===== src/rtl/display_scan_ctrl_pkg.sv =====
// Shared definitions for the display scan controller: slot count, field widths,
// scan FSM state encoding and the shadow/entry record layout.
package display_scan_ctrl_pkg;

  localparam int unsigned DISP_NUM_ENTRIES = 44;
  localparam int unsigned NUM_W            = 6;
  localparam int unsigned NAME_W           = 40;
  localparam int unsigned VALUE_W          = 32;
  localparam int unsigned ENTRY_W          = 1 + NAME_W + VALUE_W;

  typedef enum logic [2:0] {
    ST_SET     = 3'd0,
    ST_WAIT    = 3'd1,
    ST_CAPTURE = 3'd2,
    ST_CMP     = 3'd3,
    ST_PUSH    = 3'd4,
    ST_NEXT    = 3'd5,
    ST_GAP     = 3'd6
  } scan_state_e;

  // One slot record as held in the shadow table; name/value are zero when !valid.
  typedef struct packed {
    logic               valid;
    logic [NAME_W-1:0]  name;
    logic [VALUE_W-1:0] value;
  } shadow_entry_t;

  // Blank records carry zero payload, so payload only matters when valid.
  function automatic logic entry_differs(shadow_entry_t a, shadow_entry_t b);
    return (a.valid != b.valid) ||
           (a.valid && ((a.name != b.name) || (a.value != b.value)));
  endfunction

endpackage


===== src/rtl/display_shadow_ram.sv =====
// Shadow table of the last record pushed downstream for every slot.
// Ports:
//   clk, reset       - clock, synchronous active-high reset (clears valid bits)
//   rd_addr/rd_data  - combinational read port, {valid, name, value}
//   wr_en/wr_addr/wr_data - synchronous write port
module display_shadow_ram
  import display_scan_ctrl_pkg::*;
#(
  parameter int unsigned DEPTH  = DISP_NUM_ENTRIES,
  parameter int unsigned ADDR_W = NUM_W
) (
  input  logic               clk,
  input  logic               reset,
  input  logic [ADDR_W-1:0]  rd_addr,
  output logic [ENTRY_W-1:0] rd_data,
  input  logic               wr_en,
  input  logic [ADDR_W-1:0]  wr_addr,
  input  logic [ENTRY_W-1:0] wr_data
);

  logic [DEPTH-1:0]   valid_q;
  logic [DEPTH-1:0]   valid_d;
  logic [ENTRY_W-2:0] payload_q [DEPTH];

  // Valid bits are resettable; the payload array is not.
  always_comb begin
    valid_d = valid_q;
    if (wr_en) begin
      valid_d[wr_addr] = wr_data[ENTRY_W-1];
    end
  end

  always_ff @(posedge clk) begin
    if (reset) begin
      valid_q <= '0;
    end else begin
      valid_q <= valid_d;
    end
  end

  always_ff @(posedge clk) begin
    if (wr_en) begin
      payload_q[wr_addr] <= wr_data[ENTRY_W-2:0];
    end
  end

  assign rd_data = {valid_q[rd_addr], payload_q[rd_addr]};

endmodule


===== src/rtl/display_scan_ctrl.sv =====
// Display scan controller: walks slots 1..NUM_ENTRIES, queries the display
// source, compares each answer with a shadow table and offers changed (or, in
// a full-push frame, all) records downstream with valid/ready. A keypad commit
// path runs alongside, independent of the scan.
// Ports:
//   clk, reset                       - clock, synchronous active-high reset
//   display_number (out)             - slot being queried
//   display_valid/name/value (in)    - source answer, stable RESP_LAT cycles later
//   ent_valid/ready/number/blank/name/value - downstream record handshake
//   refresh_req, key_valid (in)      - request a full push next frame
//   key_value (in), input_valid/input_value (out) - keypad commit path
//   frame_done (out)                 - one-cycle pulse at the end of each frame
module display_scan_ctrl
  import display_scan_ctrl_pkg::*;
#(
  parameter int unsigned NUM_ENTRIES = DISP_NUM_ENTRIES,
  parameter int unsigned RESP_LAT    = 2,
  parameter int unsigned FRAME_GAP   = 16
) (
  input  logic        clk,
  input  logic        reset,
  output logic [5:0]  display_number,
  input  logic        display_valid,
  input  logic [39:0] display_name,
  input  logic [31:0] display_value,
  output logic        ent_valid,
  input  logic        ent_ready,
  output logic [5:0]  ent_number,
  output logic        ent_blank,
  output logic [39:0] ent_name,
  output logic [31:0] ent_value,
  input  logic        refresh_req,
  input  logic        key_valid,
  input  logic [31:0] key_value,
  output logic        input_valid,
  output logic [31:0] input_value,
  output logic        frame_done
);

  // SET plus WAIT together cover the RESP_LAT-cycle response window, so the
  // CAPTURE edge lands RESP_LAT+1 edges after display_number changes.
  localparam int unsigned WAIT_LAST = (RESP_LAT > 1) ? RESP_LAT - 2 : 0;
  localparam int unsigned WAIT_W    = (RESP_LAT > 1) ? $clog2(RESP_LAT + 1) : 1;
  // GAP always lasts at least one cycle.
  localparam int unsigned GAP_LAST  = (FRAME_GAP > 1) ? FRAME_GAP - 1 : 0;
  localparam int unsigned GAP_W     = (FRAME_GAP > 1) ? $clog2(FRAME_GAP) : 1;

  scan_state_e          state_q, state_d;
  logic [NUM_W-1:0]     slot_q, slot_d;
  logic [NUM_W-1:0]     display_number_q, display_number_d;
  logic [WAIT_W-1:0]    wait_cnt_q, wait_cnt_d;
  logic [GAP_W-1:0]     gap_cnt_q, gap_cnt_d;
  shadow_entry_t        cap_q, cap_d;
  logic                 full_q, full_d;
  logic                 pending_q, pending_d;
  logic                 ent_valid_q, ent_valid_d;
  logic [NUM_W-1:0]     ent_number_q, ent_number_d;
  logic                 ent_blank_q, ent_blank_d;
  logic [NAME_W-1:0]    ent_name_q, ent_name_d;
  logic [VALUE_W-1:0]   ent_value_q, ent_value_d;
  logic                 frame_done_q, frame_done_d;
  logic                 input_valid_q, input_valid_d;
  logic [VALUE_W-1:0]   input_value_q, input_value_d;

  logic                 shadow_we;
  logic [NUM_W-1:0]     shadow_rd_addr;
  logic [NUM_W-1:0]     shadow_wr_addr;
  logic [ENTRY_W-1:0]   shadow_rd_raw;
  logic [ENTRY_W-1:0]   shadow_wr_data;
  shadow_entry_t        shadow_rd;

  // Shadow is indexed by slot-1; it is written on the accepting PUSH edge.
  assign shadow_rd_addr = NUM_W'(slot_q - 1'b1);
  assign shadow_wr_addr = NUM_W'(ent_number_q - 1'b1);
  assign shadow_we      = (state_q == ST_PUSH) && ent_ready && !reset;
  assign shadow_wr_data = {!ent_blank_q, ent_name_q, ent_value_q};
  assign shadow_rd      = shadow_entry_t'(shadow_rd_raw);

  display_shadow_ram #(
    .DEPTH  (NUM_ENTRIES),
    .ADDR_W (NUM_W)
  ) u_shadow (
    .clk     (clk),
    .reset   (reset),
    .rd_addr (shadow_rd_addr),
    .rd_data (shadow_rd_raw),
    .wr_en   (shadow_we),
    .wr_addr (shadow_wr_addr),
    .wr_data (shadow_wr_data)
  );

  // Next-state and output logic for the scan FSM and the keypad path.
  always_comb begin
    state_d          = state_q;
    slot_d           = slot_q;
    display_number_d = display_number_q;
    wait_cnt_d       = wait_cnt_q;
    gap_cnt_d        = gap_cnt_q;
    cap_d            = cap_q;
    full_d           = full_q;
    ent_valid_d      = ent_valid_q;
    ent_number_d     = ent_number_q;
    ent_blank_d      = ent_blank_q;
    ent_name_d       = ent_name_q;
    ent_value_d      = ent_value_q;
    frame_done_d     = 1'b0;

    // Full-push requests accumulate here and are promoted at frame start.
    pending_d        = pending_q | refresh_req | key_valid;

    input_valid_d    = key_valid;
    input_value_d    = key_valid ? key_value : input_value_q;

    unique case (state_q)
      ST_SET: begin
        if (RESP_LAT > 1) begin
          wait_cnt_d = '0;
          state_d    = ST_WAIT;
        end else begin
          state_d    = ST_CAPTURE;
        end
      end

      ST_WAIT: begin
        if (wait_cnt_q == WAIT_W'(WAIT_LAST)) begin
          state_d = ST_CAPTURE;
        end else begin
          wait_cnt_d = wait_cnt_q + 1'b1;
        end
      end

      ST_CAPTURE: begin
        cap_d.valid = display_valid;
        cap_d.name  = display_valid ? display_name  : '0;
        cap_d.value = display_valid ? display_value : '0;
        state_d     = ST_CMP;
      end

      ST_CMP: begin
        if (full_q || entry_differs(cap_q, shadow_rd)) begin
          ent_valid_d  = 1'b1;
          ent_number_d = slot_q;
          ent_blank_d  = !cap_q.valid;
          ent_name_d   = cap_q.name;
          ent_value_d  = cap_q.value;
          state_d      = ST_PUSH;
        end else begin
          state_d      = ST_NEXT;
        end
      end

      ST_PUSH: begin
        if (ent_ready) begin
          ent_valid_d = 1'b0;
          state_d     = ST_NEXT;
        end
      end

      ST_NEXT: begin
        if (slot_q == NUM_W'(NUM_ENTRIES)) begin
          // display_number stays put until GAP ends so slot 1 sees a fresh change.
          slot_d       = NUM_W'(1);
          frame_done_d = 1'b1;
          full_d       = 1'b0;
          gap_cnt_d    = '0;
          state_d      = ST_GAP;
        end else begin
          slot_d           = slot_q + 1'b1;
          display_number_d = slot_q + 1'b1;
          state_d          = ST_SET;
        end
      end

      ST_GAP: begin
        if (gap_cnt_q == GAP_W'(GAP_LAST)) begin
          display_number_d = slot_q;
          full_d           = pending_d;
          pending_d        = 1'b0;
          state_d          = ST_SET;
        end else begin
          gap_cnt_d = gap_cnt_q + 1'b1;
        end
      end

      default: begin
        state_d = ST_SET;
      end
    endcase
  end

  // State and output registers.
  always_ff @(posedge clk) begin
    if (reset) begin
      state_q          <= ST_SET;
      slot_q           <= NUM_W'(1);
      display_number_q <= NUM_W'(1);
      wait_cnt_q       <= '0;
      gap_cnt_q        <= '0;
      cap_q            <= '0;
      full_q           <= 1'b1;
      pending_q        <= 1'b0;
      ent_valid_q      <= 1'b0;
      ent_number_q     <= '0;
      ent_blank_q      <= 1'b0;
      ent_name_q       <= '0;
      ent_value_q      <= '0;
      frame_done_q     <= 1'b0;
      input_valid_q    <= 1'b0;
      input_value_q    <= '0;
    end else begin
      state_q          <= state_d;
      slot_q           <= slot_d;
      display_number_q <= display_number_d;
      wait_cnt_q       <= wait_cnt_d;
      gap_cnt_q        <= gap_cnt_d;
      cap_q            <= cap_d;
      full_q           <= full_d;
      pending_q        <= pending_d;
      ent_valid_q      <= ent_valid_d;
      ent_number_q     <= ent_number_d;
      ent_blank_q      <= ent_blank_d;
      ent_name_q       <= ent_name_d;
      ent_value_q      <= ent_value_d;
      frame_done_q     <= frame_done_d;
      input_valid_q    <= input_valid_d;
      input_value_q    <= input_value_d;
    end
  end

  assign display_number = display_number_q;
  assign ent_valid      = ent_valid_q;
  assign ent_number     = ent_number_q;
  assign ent_blank      = ent_blank_q;
  assign ent_name       = ent_name_q;
  assign ent_value      = ent_value_q;
  assign frame_done     = frame_done_q;
  assign input_valid    = input_valid_q;
  assign input_value    = input_value_q;

endmodule

===== config.mk =====
export PLATFORM = sky130hd
export DESIGN_NAME = display_scan_ctrl
export DESIGN_NICKNAME = d
export VERILOG_FILES = /design/src/rtl/display_scan_ctrl_pkg.sv /design/src/rtl/display_shadow_ram.sv /design/src/rtl/display_scan_ctrl.sv
export SDC_FILE = /design/constraint.sdc
export NUM_CORES = 2
export LEC_CHECK = 0
export BUFFER_PORTS_ARGS = -buffer_cell sky130_fd_sc_hd__clkbuf_2
export CAP_MARGIN = 20
export CORE_MARGIN = 3
export CORE_UTILIZATION = 40
export CTS_BUF_LIST = sky130_fd_sc_hd__clkbuf_16
export CTS_CLUSTER_DIAMETER = 80
export CTS_CLUSTER_SIZE = 20
export DETAILED_ROUTE_END_ITERATION = 8
export PLACE_DENSITY = 0.54
export SYNTH_ARGS = -nofsm -noshare
export SYNTH_HDL_FRONTEND = slang
export SYNTH_HIERARCHICAL = 1
export SYNTH_SLANG_ARGS = --single-unit

===== constraint.sdc =====
create_clock -name clk -period 9.3 [get_ports clk]
set_input_delay 0 -clock clk [delete_from_list [all_inputs] [get_ports clk]]
set_output_delay 0 -clock clk [all_outputs]
set_load 0.01 [all_outputs]

==> impl_metrics.env <==
export IMPL_syn_inst=6877
export IMPL_period_needed_ps=7630
export IMPL_path_cells="inv_8 > ha_1 > inv_8 > buf_4 > mux4_2 > mux2_2 > o22ai_1 > o21ai_0 > xnor2_1 > nand4_1 > nor4_1 > and4_4 > nand3_1 > nand3_1"
export IMPL_path_buf_inv=3
export IMPL_antenna_found_initial=10
export IMPL_drtIter0Drc=8316
export IMPL_syn_avg_cell_area_sq_um=19.5
export IMPL_place_area_sq_um=141000
export IMPL_slew_headroom_pct=19.9
export IMPL_total_power_uw=26800
export IMPL_cp_top_family="simple AND/OR/NAND/NOR gates"
export IMPL_grt_max_degree=186
export IMPL_hold_class="in -> reg"
export IMPL_grt_overflow=0
export IMPL_htree_num_levels=4
export IMPL_coreArea_sq_um=334000
export IMPL_syn_to_final_growth_pct=12.0
export IMPL_drv_cap=0
export IMPL_worstMarginPinSlew_ps=1200
export IMPL_yosys_warnings=6
export IMPL_fin_crit_sh_pct=82.0
export IMPL_path_clk_slew_ps=80
export IMPL_cts_tree="done"
export IMPL_finalSetupViolCount=0
export IMPL_vias=72100
export IMPL_synth_seq_cells=3422
export IMPL_fin_setup_tns_ps=0
export IMPL_fin_cells=11900
export IMPL_grt_pass1_vias=71500
export IMPL_syn_nets=6992
export IMPL_fin_area_sq_um=150000
export IMPL_io_pins=230
export IMPL_async_flop_share_pct=0
export IMPL_crit_path_end_kind="register"
export IMPL_drc_errors=0
export IMPL_die_area_sq_um=342000
export IMPL_die_h_um=585
export IMPL_start_util_pct=40.2
export IMPL_nets=7509
export IMPL_slowest_stage="and4_4"
export IMPL_synth_flop_cell="edfxtp_1"
export IMPL_core_rowCount=212
export IMPL_drive_above_1_share_pct=23.0
export IMPL_rsz0062_at_grt="no"
export IMPL_synth_edff_count=3168
export IMPL_dp_hpwl_um=240000
export IMPL_fin_hold_ws_ps=117
export IMPL_yosys_cell_types_count=61
export IMPL_cts_sinks=3422
export IMPL_peakVddDrop_mv=0.146
export IMPL_fill_cells=28400
export IMPL_drv_slew=0
export IMPL_required_ps=10120
export IMPL_multi_input_comb_area_sq_um=31600
export IMPL_skew_ps=68.2
export IMPL_p_per_area_nw_per_um2=178
export IMPL_clock_path_buffers=4
export IMPL_clkLatencyLatePin_ps=930
export IMPL_cts_buffers=203
export IMPL_grt_pass1_wl_um=589000
export IMPL_ys_seq_area_share_pct=74.7
export IMPL_place_congestion=0.844
export IMPL_die_width_um=585
export IMPL_first_pass_iters=8
export IMPL_grt_usage_pct=24.6
export IMPL_ctsResizeCount=0
export IMPL_viasPerCell=6.05
export IMPL_finalHoldViolCount=0
export IMPL_routedWlPerCell_um=35.9
export IMPL_ant_nets=0
export IMPL_crit_type="reg -> reg"
export IMPL_totalWireLength_um=428000
export IMPL_syn_cell_area_sq_um=134000
export IMPL_cts_root_buf="clkbuf_16"
export IMPL_crit_arrival_ps=8450
export IMPL_outcome="complete, no violations"
export IMPL_place_inst=11300
export IMPL_worst_path_max_fanout=80
export IMPL_regArea_sq_um=100000
export IMPL_power_leakage_uw=0.0518
export IMPL_start_kind="register"
export IMPL_critPathMaxStageDelay_ps=1090
export IMPL_placement_io_buffers=229
export IMPL_max_freq_ghz=0.131
cell usage after synthesis, types with 18 or more instances:
cell / instances / share of area (%)
edfxtp_1: 3168 / 71
mux4_2: 743 / 12
nand2_1: 355 / 0.99
mux2i_1: 268 / 2.0
dfxtp_1: 254 / 3.8
nand3_1: 240 / 0.90
clkbuf_1: 202 / 0.57
o21ai_0: 155 / 0.58
a21oi_1: 154 / 0.57
mux2_2: 138 / 1.2
buf_4: 136 / 0.76
buf_2: 130 / 0.48
nor2_1: 114 / 0.32
o22ai_1: 101 / 0.47
nor2b_1: 100 / 0.47
a22oi_1: 83 / 0.46
nor3b_1: 71 / 0.40
xnor2_1: 58 / 0.38
a22o_1: 40 / 0.26
a211oi_1: 39 / 0.22
o31ai_1: 33 / 0.18
nor3_1: 26 / 0.097
o221ai_1: 26 / 0.17
buf_1: 23 / 0.064
nand2b_1: 22 / 0.10
inv_1: 21 / 0.059
nand4_1: 18 / 0.084
layer usage:
layer	vias up	track usage (%)	wire [um]
met5	-	0	0
met4	0	9.12	18000
met3	609	3.84	31000
met2	3129	39.7	204000
met1	39500	34.0	175000
li1	28900	-	-
cell families after synthesis:
kind of cell | share of synthesized area, %
flops | 74.7
mux | 15.6
simple gates | 3.61
compound gates | 3.49
buf+inv | 2.08
xor+xnor | 0.444
fa+ha+maj | 0.0466
per-stage QoR:
stage | utilization [%] | worst slack, ps
floorplan | - | 2240
finish | 45.0 | 1670
CTS | 45.0 | 1600
global placement | 42.3 | 1790
detailed placement | 42.3 | 1620
global route | 45.0 | 1530
worst min-delay path, stage by stage:
cell and delay [ps]:
dlygate4sd3_1 540, clkbuf_2 110, nor3_1 110, nor3_1 170
cell type report:
| type | instances | share of cell area (%) |
|---|---|---|
| flip-flops and latches | 3422 | 66.7 |
| multi-input cells | 2926 | 21.0 |
| repair buffers | 820 | 4.59 |
| well taps | 4387 | 3.65 |
| clock buffers | 206 | 3.43 |
| clock inverters | 119 | 0.534 |
| inverters | 21 | 0.0624 |
| diodes | 12 | 0.0200 |
sequential cells by signal (all words and copies together), names as in the netlist, 6 cells and up:
register	flops
u_shadow/valid_q	44
u_shadow/payload_q	3168
cap_q	73
ent_value	32
ent_number	6
slot_q	6
display_number	6
ent_name	40
input_value	32
final timing paths:
| path | slack [ps] | start | depth (start not counted) | endpoint |
|---|---|---|---|---|
| worst max-delay path | 1670 | slot_q[0] | 14 | ent_number[5] |
| worst min-delay path | 120 | refresh_req | 4 | pending_q |
| worst max register to register | 1670 | slot_q[0] | 14 | ent_number[5] |
| worst min register to register | 460 | cap_q[3] | 2 | cap_q[3] |
cell usage in the layout, fill, tap and decap left out, types with 8 or more instances in the layout:
| cell type | n |
|---|---|
| a2111oi_1 | 15 |
| a211oi_1 | 39 |
| a21o_1 | 10 |
| a21oi_1 | 154 |
| a22o_1 | 40 |
| a22oi_1 | 83 |
| a22oi_2 | 10 |
| buf_12 | 38 |
| buf_4 | 229 |
| clkbuf_16 | 206 |
| clkbuf_2 | 227 |
| dfxtp_1 | 244 |
| dfxtp_2 | 10 |
| diode_2 | 12 |
| dlygate4sd3_1 | 321 |
| edfxtp_1 | 3168 |
| inv_1 | 97 |
| inv_6 | 10 |
| mux2_2 | 138 |
| mux2i_1 | 268 |
| mux4_2 | 743 |
| nand2_1 | 353 |
| nand2b_1 | 19 |
| nand3_1 | 240 |
| nand3b_1 | 8 |
| nand4_1 | 18 |
| nor2_1 | 71 |
| nor2_4 | 43 |
| nor2b_1 | 97 |
| nor3_1 | 24 |
| nor3b_1 | 71 |
| o21ai_0 | 154 |
| o221ai_1 | 26 |
| o22a_1 | 11 |
| o22ai_1 | 101 |
| o31ai_1 | 29 |
| xnor2_1 | 55 |
| xor2_1 | 8 |
repair_timing:
action,in CTS,in global routing
hold endpoints to repair,169,0
buffers inserted,0,0
hold buffers,321,0
report_power, final:
group / total, uW / switching (uW) / leakage [uW] / internal, uW
registers: 16600 / 45.0 / 0.0368 / 16600
clock network: 9290 / 5110 / 0.00320 / 4180
logic: 909 / 556 / 0.0118 / 353
No activity file was read; power rests on OpenSTA's default activity.
